[config.mk]
export PLATFORM = sky130hd
export DESIGN_NAME = keypad_entry
export DESIGN_NICKNAME = d
export VERILOG_FILES = /design/src/rtl/keypad_entry_pkg.sv /design/src/rtl/entry_timer.sv /design/src/rtl/keypad_entry.sv
export SDC_FILE = /design/constraint.sdc
export NUM_CORES = 1
export LEC_CHECK = 0
export ABC_AREA = 0
export CAP_MARGIN = 20
export CORE_UTILIZATION = 45
export CTS_CLUSTER_DIAMETER = 120
export DETAILED_ROUTE_END_ITERATION = 10
export PLACE_DENSITY = 0.66
export SYNTH_ARGS = -nofsm -noshare
export SYNTH_HDL_FRONTEND = slang
export SYNTH_HIERARCHICAL = 1
export SYNTH_SLANG_ARGS = --single-unit
[constraint.sdc]
create_clock -name clk -period 4.2 [get_ports clk]
set_input_delay 1.26 -clock clk [delete_from_list [all_inputs] [get_ports clk]]
set_output_delay 1.26 -clock clk [all_outputs]
set_load 0.005 [all_outputs]
[src/rtl/keypad_entry_pkg.sv]
// rtl/keypad_entry_pkg.sv - shared state encoding and widths for the keypad front end
package keypad_entry_pkg;

    localparam int USER_W = 2;

    typedef enum logic [1:0] {
        ST_IDLE    = 2'd0,
        ST_COLLECT = 2'd1,
        ST_FULL    = 2'd2,
        ST_ISSUE   = 2'd3
    } state_e;

    function automatic int code_width(input int digits, input int digit_w);
        return digits * digit_w;
    endfunction

endpackage

[src/rtl/entry_timer.sv]
// rtl/entry_timer.sv - loadable down-counter with clear and terminal-count pulse
module entry_timer #(
    parameter int LOAD = 4,
    parameter int W    = $clog2(LOAD + 1)
) (
    input  logic clk,
    input  logic reset,
    input  logic load,
    input  logic clear,
    input  logic en,
    output logic tc
);

    logic [W-1:0] cnt_q, cnt_d;

    // A load in the same cycle as clear wins so a fresh entry can restart the count.
    always_comb begin
        cnt_d = cnt_q;
        if (load)
            cnt_d = W'(LOAD);
        else if (clear)
            cnt_d = '0;
        else if (en && cnt_q != '0)
            cnt_d = cnt_q - 1'b1;
    end

    assign tc = en && !load && (cnt_q == W'(1));

    always_ff @(posedge clk or negedge reset) begin
        if (!reset)
            cnt_q <= '0;
        else
            cnt_q <= cnt_d;
    end

endmodule

[src/rtl/keypad_entry.sv]
// rtl/keypad_entry.sv - collects hex key presses into a code and issues it with an enter strobe
module keypad_entry
    import keypad_entry_pkg::*;
#(
    parameter int DIGITS      = 3,
    parameter int DIGIT_W     = 4,
    parameter int TIMEOUT     = 1000,
    parameter int ENTER_PULSE = 4
) (
    input  logic                          clk,
    input  logic                          reset,
    input  logic                          key_valid,
    input  logic [DIGIT_W-1:0]            key_code,
    input  logic                          key_enter,
    input  logic                          key_clear,
    input  logic [USER_W-1:0]             user_in,
    input  logic                          alarm_in,
    output logic [DIGITS*DIGIT_W-1:0]     pass_out,
    output logic [USER_W-1:0]             user_out,
    output logic                          enter_out,
    output logic [$clog2(DIGITS+1)-1:0]   digit_cnt,
    output logic                          entry_err,
    output logic                          timeout_evt
);

    localparam int CODE_W = code_width(DIGITS, DIGIT_W);
    localparam int CNT_W  = $clog2(DIGITS + 1);
    localparam logic [CNT_W-1:0] CNT_LAST = CNT_W'(DIGITS - 1);

    state_e              state_q, state_d;
    logic [CODE_W-1:0]   code_buf_q, code_buf_d;
    logic [CNT_W-1:0]    cnt_q, cnt_d;
    logic [CODE_W-1:0]   pass_q, pass_d;
    logic [USER_W-1:0]   user_q, user_d;
    logic                enter_q, enter_d;
    logic                err_q, err_d;
    logic                tmo_q, tmo_d;
    logic                idle_load, idle_tc, pulse_load, pulse_tc;
    logic                in_entry;

    assign in_entry = (state_q == ST_COLLECT) || (state_q == ST_FULL);

    entry_timer #(.LOAD(TIMEOUT)) u_idle_timer (
        .clk   (clk),
        .reset (reset),
        .load  (idle_load),
        .clear (state_q == ST_IDLE),
        .en    (in_entry),
        .tc    (idle_tc)
    );

    entry_timer #(.LOAD(ENTER_PULSE)) u_pulse_timer (
        .clk   (clk),
        .reset (reset),
        .load  (pulse_load),
        .clear (state_q == ST_IDLE),
        .en    (state_q == ST_ISSUE),
        .tc    (pulse_tc)
    );

    always_comb begin
        state_d    = state_q;
        code_buf_d = code_buf_q;
        cnt_d      = cnt_q;
        pass_d     = pass_q;
        user_d     = user_q;
        enter_d    = enter_q;
        err_d      = 1'b0;
        tmo_d      = 1'b0;
        idle_load  = 1'b0;
        pulse_load = 1'b0;

        unique case (state_q)
            ST_IDLE: begin
                if (!alarm_in && !key_clear) begin
                    if (key_enter) begin
                        err_d = 1'b1;
                    end else if (key_valid) begin
                        code_buf_d = CODE_W'(key_code);
                        cnt_d      = CNT_W'(1);
                        idle_load  = 1'b1;
                        state_d    = (DIGITS == 1) ? ST_FULL : ST_COLLECT;
                    end
                end
            end
            ST_COLLECT, ST_FULL: begin
                if (alarm_in || key_clear) begin
                    code_buf_d = '0;
                    cnt_d      = '0;
                    state_d    = ST_IDLE;
                end else if (key_enter) begin
                    if (state_q == ST_FULL) begin
                        pass_d     = code_buf_q;
                        user_d     = user_in;
                        enter_d    = 1'b1;
                        pulse_load = 1'b1;
                        state_d    = ST_ISSUE;
                    end else begin
                        err_d      = 1'b1;
                        code_buf_d = '0;
                        cnt_d      = '0;
                        state_d    = ST_IDLE;
                    end
                end else if (key_valid) begin
                    idle_load = 1'b1;
                    if (state_q == ST_FULL) begin
                        err_d = 1'b1;
                    end else begin
                        code_buf_d = (code_buf_q << DIGIT_W) | CODE_W'(key_code);
                        cnt_d      = cnt_q + 1'b1;
                        if (cnt_q == CNT_LAST)
                            state_d = ST_FULL;
                    end
                end else if (idle_tc) begin
                    tmo_d      = 1'b1;
                    code_buf_d = '0;
                    cnt_d      = '0;
                    state_d    = ST_IDLE;
                end
            end
            ST_ISSUE: begin
                // The buffer stays full while the strobe runs; it empties on the last pulse cycle.
                if (pulse_tc) begin
                    enter_d    = 1'b0;
                    code_buf_d = '0;
                    cnt_d      = '0;
                    state_d    = ST_IDLE;
                end
            end
            default: state_d = ST_IDLE;
        endcase
    end

    always_ff @(posedge clk or negedge reset) begin
        if (!reset) begin
            state_q    <= ST_IDLE;
            code_buf_q <= '0;
            cnt_q      <= '0;
            pass_q     <= '0;
            user_q     <= '0;
            enter_q    <= 1'b0;
            err_q      <= 1'b0;
            tmo_q      <= 1'b0;
        end else begin
            state_q    <= state_d;
            code_buf_q <= code_buf_d;
            cnt_q      <= cnt_d;
            pass_q     <= pass_d;
            user_q     <= user_d;
            enter_q    <= enter_d;
            err_q      <= err_d;
            tmo_q      <= tmo_d;
        end
    end

    assign pass_out    = pass_q;
    assign user_out    = user_q;
    assign enter_out   = enter_q;
    assign digit_cnt   = cnt_q;
    assign entry_err   = err_q;
    assign timeout_evt = tmo_q;

endmodule

# Word level (Yosys, flattened, before mapping)
# Cells that the tools add are included.
dict set report op_classes {
  n_addsub 3
  n_eq_ne 18
  mux 61
  bitwise_logic 2
  n_reduce_logical 24
}
# cell count
set op_table {}
lappend op_table {{$mux 12} 10}
lappend op_table {{$pmux 12 s3} 1}
lappend op_table {{$mux 2} 16}
lappend op_table {{$mux 10} 3}
lappend op_table {{$mux 1} 23}
lappend op_table {{$ne 5x5->1 const B} 3}
lappend op_table {{$ne 2x2->1 const B} 7}
lappend op_table {{$reduce_and 7->1} 2}
lappend op_table {{$or 12x4->12} 1}
lappend op_table {{$pmux 2 s3} 2}
lappend op_table {{$eq 10x1->1 const B} 1}
lappend op_table {{$reduce_bool 10->1} 1}
lappend op_table {{$sub 10x1->10 const B} 1}
lappend op_table {{$mux 3} 3}
lappend op_table {{$reduce_bool 3->1} 3}
lappend op_table {{$ne 4x4->1 const B} 2}
lappend op_table {{$logic_and 1x1->1} 7}
lappend op_table {{$eq 2x2->1 const B} 3}
lappend op_table {{$pmux 1 s2} 3}
lappend op_table {{$reduce_and 5->1} 1}
lappend op_table {{$logic_not 1->1} 4}
lappend op_table {{$reduce_and 4->1} 1}
lappend op_table {{$eq 3x1->1 const B} 1}
lappend op_table {{$sub 3x1->3 const B} 1}
lappend op_table {{other kinds (7)} 8}
dict set report totals {
  ff_bits 46
  input_bits 12
  out_inout_bits 19
}

# Depth between registers and ports, before layout
# Gate-level depths: netlist of run 1.
dict set report depth {
  ltp_word 12
  ltp_mapped 11
  mapped_depth_nobuf 11
}

# Hierarchy
# The synthesis of run 1 kept the hierarchy.
# mod instances cells_each area_per_inst_um2 seq_area_each_um2
set modules_own_cells {}
lappend modules_own_cells {keypad_entry 1 140 1635.3 825.8}
lappend modules_own_cells {{entry_timer at u_idle_timer} 1 69 650.6 250.2}
lappend modules_own_cells {{entry_timer at u_pulse_timer} 1 17 201.4 75.1}

# Worst setup path before layout of run 1
# No wires, ideal clock.
dict set report synth_path {
  path_type {in2reg}
  from {in key_enter}
  to {reg cnt_q[1] (netlist: digit_cnt[1])}
  arrival_time_ps 3266
  t_required_ps 4073
  setup_slack_ps 807
  path_stages 10
  n_path_buf 1
  cell_sequence {buf_6 > nor2b_1 > o21ai_0 > nor4_1 > inv_1 > nand3_1 > nor4_1 > and2_1 > o31ai_4 > mux2_1}
}
dict set report synth_between {
  elab_chain_cells 8
}
# item line_no
set synth_rtl {}
lappend synth_rtl {{start: declaration} keypad_entry.sv:14} ;# input logic key_enter,
lappend synth_rtl {{$mux 1 *} keypad_entry.sv:76} ;# if (key_enter) begin
lappend synth_rtl {{$mux 1, on equally long branches} {keypad_entry.sv:87, keypad_entry.sv:75}}
lappend synth_rtl {{$pmux 1 s2 *} keypad_entry.sv:73} ;# unique case (state_q)
lappend synth_rtl {{net idle_load} keypad_entry.sv:38} ;# logic idle_load, idle_tc, pulse_load, pulse_tc;
lappend synth_rtl {{$logic_not 1->1 *} entry_timer.sv:27} ;# assign tc = en && !load && (cnt_q == W'(1));
lappend synth_rtl {{$logic_and 1x1->1 * (2 in series)} entry_timer.sv:27}
lappend synth_rtl {{net idle_tc} keypad_entry.sv:38}
lappend synth_rtl {{$ne 5x5->1 (no source line) *} n/a}
lappend synth_rtl {{$reduce_and 7->1 (no source line) *} n/a}
lappend synth_rtl {{end signal: assignment} keypad_entry.sv:147} ;# cnt_q <= cnt_d;
lappend synth_rtl {{end: declaration} keypad_entry.sv:32} ;# logic [CNT_W-1:0] cnt_q, cnt_d;
# The timed path passes the listed nets; every way through them passes the cells marked *.
# A chain may end at the register's enable or synchronous reset.

# Final worst setup path of run 1
dict set report layout_path {
  from {in key_valid}
  to {reg state_q[1]}
}
dict set report layout_between {
  elab_chain_cells 9
}
# item line_no
set layout_rtl {}
lappend layout_rtl {{start: declaration} keypad_entry.sv:12} ;# input logic key_valid,
lappend layout_rtl {{$mux 1 *} {keypad_entry.sv:78, keypad_entry.sv:104}}
lappend layout_rtl {{$mux 1 *} keypad_entry.sv:76}
lappend layout_rtl {{$mux 1, on equally long branches} {keypad_entry.sv:87, keypad_entry.sv:75}}
lappend layout_rtl {{$pmux 1 s2 *} keypad_entry.sv:73}
lappend layout_rtl {{net idle_load} keypad_entry.sv:38}
lappend layout_rtl {{$logic_not 1->1 *} entry_timer.sv:27}
lappend layout_rtl {{$logic_and 1x1->1 * (2 in series)} entry_timer.sv:27}
lappend layout_rtl {{net idle_tc} keypad_entry.sv:38}
lappend layout_rtl {{$ne 5x5->1 (no source line) *} n/a}
lappend layout_rtl {{$reduce_and 7->1 (no source line) *} n/a}
lappend layout_rtl {{end signal: assignment} keypad_entry.sv:145} ;# state_q <= state_d;
lappend layout_rtl {{end: declaration} keypad_entry.sv:30} ;# state_e state_q, state_d;
# Marks and branches as above.

==> metrics.yaml, run 1 <==
run_status:
  outcome: "finished, final reports clean"
global_route:
  grt_start_max_net_pins: 47
  antenna_found_initial: 0
  grt_pass1_wl_mm: 8.10
  grt_pass1_vias: 1710
  track_usage_pct: 17.3
  grt.overflow.total: 0
power_and_ir_drop:
  power_density_nw_per_um2: 492
  irDropWorstVdd_mv: 0.301
  power_leakage_uw: 0.00133
yosys:
  yosys.area_share.simple_pct: 15.7
  muxShareOfSynthArea_pct: 14.6
  synth_edf_count: 0
  synth_top_family_by_area: "simple AND/OR/NAND/NOR gates"
  avgSynthCellArea_um2: 11.0
  ys_ff_latch: 46
  synth_compound_area_share_pct: 11.2
  synth_cells: 226
  synth_async_sr_flop_share_pct: 100
  synth_seq_area_share_pct: 46.3
  synth_ff_type: "dfrtp_1"
  syn-cell-area_um2: 2490
  synth_nets: 250
  synthAdderAreaFrac_pct: 6.04
  synth-xor-area-share_pct: 0.352
  ys_types: 50
  yosysWarnings: 6
floorplan:
  die_y_um: 76.3
  io_pins: 31
  core_area_um2: 5200
  die-area_um2: 5830
  start_util_pct: 47.8
  die-width_um: 76.3
  placementRows: 26
detailed_routing:
  postRouteAntennaNets: 0
  num_vias: 1754
  drc: 0
  via_per_inst: 5.27
  drt_first_pass_iters: 4
  wl_per_cell_um: 14.1
  totalWireLength_mm: 4.69
  drt_iter0_markers: 86
job:
  cap_violations: 0
layout:
  final_nets: 286
  drive_above_1_share_pct: 16.3
  antenna_cells: 0
  layout_commonest_cell: "dfrtp_1"
  utilization_pct: 57.1
  syn_to_final_growth_pct: 19.5
  nFillCells: 451
  final_cell_mix: "dfrtp_1, clkdlybuf4s50_1, inv_1"
cts:
  cts-root-buf: "clkbuf_8"
  clk_path_buf_depth: 2
  htreeDepth: 2
  postCtsSetupBuffers: 0
  cts.clk_slew.worst_paths_ps: 90
  cts_tree: "done"
  ctsResizeCount: 0
  cts.sinks: 46
  cts_buffers: 5
  clock_latency_ps: 300
  cts_hold_buf: 0
sta:
  fin_tns_setup_ps: 0
  timing.final.crit_period_ps: 3760
  setup_violations: 0
  period_share_pct: 89.5
  grt_setup_unrepaired: "no"
  maxSlewHeadroom_pct: 47.0
  worst_pin_slew_ps: 795
  fmax_ghz: 0.266
  finClkSkew_ps: 5.79
  timing.final.max_slew_violations: 0
  hold_viol: 0
worst_setup_path:
  cpMostUsedCell: "nor4_1"
  cp_slowest_stage_delay_ps: 560
  path_class: "primary input to flip-flop"
  critPathMaxFanout: 6
  crit_path_top_delay_cell: "clkdlybuf4s50_1"
  worst_setup_path_start_kind: "primary input"
  crit_chain: "clkdlybuf4s50_1 -> nor2b_1 -> o21ai_0 -> nor4_1 -> inv_1 -> nand3_1 -> nor4_1 -> nor2_1 -> a21oi_1 -> o31ai_1 -> mux2_2"
  required_ps: 4390
  worst_setup_path_end_kind: "flip-flop"
  reg2reg_depth: 11
  cp.arrival_ps: 3950
placed_design:
  place_congestion: 0.824
  io_buffers: 30
  place_hpwl_mm: 3.25
hold_path:
  hp-class: "flip-flop to flip-flop"
  whs_path_depth: 1
final cells by class:
| cell class | instances | area (µm²) | share of cell area (%) |
|---|---|---|---|
| inverter | 26 | 97.6 | 3.28 |
| clock inverter | 2 | 13.8 | 0.463 |
| clock buffer | 6 | 72.6 | 2.44 |
| tap | 70 | 87.6 | 2.95 |
| multi-input combinational | 147 | 1200 | 40.3 |
| timing repair buffer | 36 | 353 | 11.9 |
| sequential | 46 | 1150 | 38.7 |
per-layer routing:
metal  global-route usage [%]  share of wire (%)  vias up  wire length, µm
met1                     23.8                 50      836             2340
met5                        0                  0        -                0
met4                     5.19               0.94        0               44
met3                     3.71                4.1        5              192
li1                         -                  -      874                -
met2                     27.4                 45       39             2120
registers in the layout, indices dropped and copies added, names as in the netlist:
register / cells
digit_cnt: 2
state_q: 2
pass_out: 12
user_out: 2
code_buf_q: 12
timeout_evt: 1
enter_out: 1
u_idle_timer/cnt_q: 10
u_pulse_timer/cnt_q: 3
entry_err: 1
critical path: cells and delay by family:
family	cells	cell delay, ps
and+or+nand+nor	5	1000
buffers and inverters	2	750
muxes	1	380
AOI/OAI and AO/OA	3	550
cell usage after synthesis (3+ instances only):
cell | instances | area share, %
buf_2 | 4 | 0.80
o21ai_0 | 5 | 1.0
o211ai_1 | 4 | 1.2
nor3_1 | 3 | 0.60
nand3_1 | 5 | 1.0
dfrtp_1 | 46 | 46
a31oi_1 | 3 | 0.75
nor4_1 | 4 | 1.0
or3_1 | 5 | 1.3
o311ai_1 | 3 | 1.1
nor2b_1 | 3 | 0.75
nor2_1 | 6 | 0.91
mux2i_1 | 16 | 6.4
ha_1 | 12 | 6.0
nand2_1 | 19 | 2.9
mux2_2 | 17 | 7.7
inv_1 | 26 | 3.9
metrics by stage:
| stage | cells | worst slack [ps] | hold WS (ps) | power [µW] | area (µm²) |
|---|---|---|---|---|---|
| finish | 333 | 441 | 510 | 1460 | 2970 |
| global route | 333 | 274 | 528 | 1560 | 2970 |
| CTS | 332 | 514 | 515 | 1470 | 2950 |
| detailed placement | 324 | 207 | 495 | 1190 | 2870 |
| global placement | 324 | 363 | 488 | 1190 | 2870 |
| floorplan | 226 | 807 | 479 | 1040 | 2490 |
final timing paths:
| kind | startpoint | end | slack [ps] |
|---|---|---|---|
| worst min register to register | code_buf_q[10]$_DFFE_PN0P_ | pass_out[10]$_DFFE_PN0P_ | 510 |
| min in group asynchronous | reset | u_pulse_timer/cnt_q[1]$_DFFE_PN0P_ | 900 |
| worst max-delay path | key_valid | state_q[1]$_DFFE_PN0P_ | 440 |
| max in group asynchronous | reset | u_idle_timer/cnt_q[0]$_DFFE_PN0P_ | 2800 |
| worst max register to register | state_q[0]$_DFFE_PN0P_ | state_q[1]$_DFFE_PN0P_ | 960 |
| worst min-delay path | code_buf_q[10]$_DFFE_PN0P_ | pass_out[10]$_DFFE_PN0P_ | 510 |
cell families (layout without fill, tap and decap cells):
logic type                 count (synthesis)  in the layout
muxes                                     34             34
DFF                                       46             46
buffers and inverters                     33             70
AOI/OAI and AO/OA                         34             34
and+or+nand+nor                           66             66
adders and majority gates                 12             12
xor gates and xnor gates                   1              1
report_power, final:
group | internal (µW) | switching, µW | total, µW
Sequential | 512 | 69.2 | 581
Combinational | 270 | 340 | 610
Clock | 118 | 154 | 271
Total | 900 | 563 | 1460
No activity file was read; power rests on OpenSTA's default activity.
==> run 2, diff against run 1 <==
==> constraint.sdc (replaced) <==
create_clock -name clk -period 4.2 [get_ports clk]
set_input_delay 1.26 -clock clk [delete_from_list [all_inputs] [get_ports clk]]
set_output_delay 1.26 -clock clk [all_outputs]
set_load 0.05 [all_outputs]
==> results of run 2 <==
The final DEF is identical to that of run 1. Status: finished, final reports clean.
Main changes from that run: total power 1460 µW -> 1510 µW; worst IR drop on VDD 0.301 mV -> 0.302 mV
==> run 3, diff against run 2 <==
--- a/config.mk
+++ b/config.mk
@@ -10,6 +10,7 @@
 export CORE_UTILIZATION = 45
 export CTS_CLUSTER_DIAMETER = 120
 export DETAILED_ROUTE_END_ITERATION = 10
+export GPL_TIMING_DRIVEN = 0
 export PLACE_DENSITY = 0.66
 export SYNTH_ARGS = -nofsm -noshare
 export SYNTH_HDL_FRONTEND = slang
==> metrics.yaml, run 3 (synthesis gave the netlist of run 1 again) <==
power_and_ir_drop:
  pwr-share-clk_pct: 20.8  # was 18.0%
  p_switching_uw: 603  # was 607 µW
  power_uw: 1570  # was 1510 µW
  p_comb_share_pct: 42.4  # was 43.4%
  p_int_uw: 971  # was 900 µW
  power_density_nw_per_um2: 524  # was 507 nW/µm²
  power_leakage_uw: 0.00134  # was 0.00133 µW
  irDropWorstVdd_mv: 0.312  # was 0.302 mV
  p_seq_share_pct: 36.8  # was 38.6%
  swShare_pct: 38.3  # was 40.3%
detailed_routing:
  drt_iter0_markers: 74  # was 86
  num_vias: 1726  # was 1754
  via_per_inst: 5.17  # was 5.27
  drc: 0  # unchanged
  wl_per_cell_um: 14.1  # about the same
  postRouteAntennaNets: 0  # unchanged
  totalWireLength_mm: 4.71  # was 4.69 mm
  drt_first_pass_iters: 4  # unchanged
placed_design:
  dp_cells: 326  # was 324
  place_hpwl_mm: 3.39  # was 3.25 mm
  io_buffers: 29  # was 30
  place_congestion: 0.821  # was 0.824
worst_setup_path:
  worst-path-stages: 11  # unchanged
  crit_family: "simple AND/OR/NAND/NOR gates"  # unchanged
  startpoint: "key_valid"  # unchanged
  worst_setup_path_end_kind: "flip-flop"  # unchanged
  cp_slowest_stage_delay_ps: 580  # was 560 ps
  worst_setup_path_start_kind: "primary input"  # unchanged
  path_class: "primary input to flip-flop"  # unchanged
  crit_path_top_delay_cell: "clkdlybuf4s50_1"  # unchanged
  path_buf_inv: 3  # was 2
  reg2reg_depth: 11  # unchanged
  timing.rr.end: "code_buf_q[4]$_DFFE_PN0P_"  # was state_q[1]$_DFFE_PN0P_
  timing.rr.start: "state_q[0]$_DFFE_PN0P_"  # unchanged
  endpoint: "code_buf_q[4]$_DFFE_PN0P_"  # was state_q[1]$_DFFE_PN0P_
  critPathMaxFanout: 10  # was 6
  required_ps: 4420  # was 4390 ps
  rrSetupSlack_ps: 1030  # was 960 ps
  cp.arrival_ps: 4180  # was 3950 ps
  crit_chain: "clkdlybuf4s50_1 -> nor2b_1 -> o21ai_0 -> nor4_4 -> inv_1 -> nand3_1 -> nor4_1 -> and2_1 -> o31ai_4 -> buf_6 -> mux2i_1"  # was clkdlybuf4s50_1 -> nor2b_1 -> o21ai_0 -> nor4_1 -> inv_1 -> nand3_1 -> nor4_1 -> nor2_1 -> a21oi_1 -> o31ai_1 -> mux2_2
global_route:
  grt_pass1_wl_mm: 8.16  # was 8.10 mm
  grt.overflow.total: 0  # unchanged
  grt_start_max_net_pins: 35  # was 47
  grt_pass1_vias: 1701  # was 1710
  antenna_found_initial: 0  # unchanged
  track_usage_pct: 17.9  # was 17.3%
floorplan:
  core_area_um2: 5200  # unchanged
  start_util_pct: 47.8  # unchanged
  io_pins: 31  # unchanged
  die_y_um: 76.3  # unchanged
  die-area_um2: 5830  # unchanged
  placementRows: 26  # unchanged
  die-width_um: 76.3  # unchanged
cts:
  htreeDepth: 2  # unchanged
  cts_hold_buf: 0  # unchanged
  cts.sinks: 46  # unchanged
  cts.clk_slew.worst_paths_ps: 90  # about the same
  clock_latency_ps: 300  # about the same
  cts_tree: "done"  # unchanged
  cts_buffers: 5  # unchanged
  postCtsSetupBuffers: 0  # unchanged
  cts-root-buf: "clkbuf_8"  # unchanged
  clk_path_buf_depth: 2  # unchanged
hold_path:
  hp-class: "flip-flop to flip-flop"  # unchanged
  whs_path_depth: 1  # unchanged
sta:
  timing.final.crit_period_ps: 3960  # was 3760 ps
  setup_violations: 0  # unchanged
  fmax_ghz: 0.253  # was 0.266 GHz
  timing.final.max_slew_violations: 0  # unchanged
  worst_pin_slew_ps: 735  # was 795 ps
  hold_viol: 0  # unchanged
  period_share_pct: 94.2  # was 89.5%
  grt_setup_unrepaired: "no"  # unchanged
  maxSlewHeadroom_pct: 50.6  # was 47.0%
  finClkSkew_ps: 7.23  # was 5.79 ps
job:
  cap_violations: 0  # unchanged
layout:
  syn_to_final_growth_pct: 20.8  # was 19.5%
  stdcell_count: 334  # was 333
  drive_above_1_share_pct: 16.7  # was 16.3%
  antenna_cells: 0  # unchanged
  final_nets: 287  # was 286
  layout_commonest_cell: "dfrtp_1"  # unchanged
  final_cell_mix: "dfrtp_1, clkdlybuf4s50_1, inv_1"  # unchanged
run_status:
  outcome: "finished, final reports clean"  # unchanged
==> run 3: per-layer routing <==
metal  vias up  global-route usage, %  wire length, µm
met5         -                      0                0
met4         0                   7.31               80
met3         7                   4.79              184
met2        32                   27.7             2180
met1       811                   23.8             2270
li1        876                      -                -
==> run 3: what timing repair did <==
item                                   4_1_cts  5_1_grt
gates resized for setup                      1        1
gates cloned                                 0        0
setup endpoints to repair                   10       11
endpoints found under the hold margin        0        0
==> run 3: layout make-up <==
class	instances	area (µm²)
Fill cell	453	2200
Buffer	7	46.3
Multi-Input combinational cell	147	1210
Sequential cell	46	1150
Tap cell	70	87.6
Clock inverter	2	37.5
Inverter	26	97.6
Timing Repair Buffer	30	305
Clock buffer	6	72.6
==> run 3: power groups by stage <==
stage | Sequential, µW | Combinational, µW | Clock (µW)
after floorplan | 616 | 469 | 0
after global placement | 585 | 653 | 0
after detailed placement | 588 | 660 | 0
after CTS | 579 | 663 | 339
after global routing | 592 | 732 | 356
final | 579 | 667 | 327
==> run 3: metrics by stage <==
step           area (µm²)  hold WS [ps]  setup slack [ps]  utilization, %  TNS [ps]
2_1_floorplan        2490           479               807               -         0
3_3_place_gp         2870           487              -322            55.0     -4240
3_5_place_dp         2880           494              -385            55.3     -4690
4_1_cts              3000           514               208            57.6         0
5_1_grt              3010           528              10.7            57.7         0
6_report             3010           508               244            57.7         0
==> run 3: worst min-delay path by stage <==
stage / from / end / slack, ps
final: user_out[1]$_DFFE_PN0P_ / user_out[1]$_DFFE_PN0P_ / 510
after global routing: code_buf_q[9]$_DFFE_PN0P_ / pass_out[9]$_DFFE_PN0P_ / 530
after CTS: code_buf_q[11]$_DFFE_PN0P_ / pass_out[11]$_DFFE_PN0P_ / 510
after detailed placement: code_buf_q[11]$_DFFE_PN0P_ / pass_out[11]$_DFFE_PN0P_ / 490
after global placement: user_out[1]$_DFFE_PN0P_ / user_out[1]$_DFFE_PN0P_ / 490
after floorplan: code_buf_q[10]$_DFFE_PN0P_ / pass_out[10]$_DFFE_PN0P_ / 480
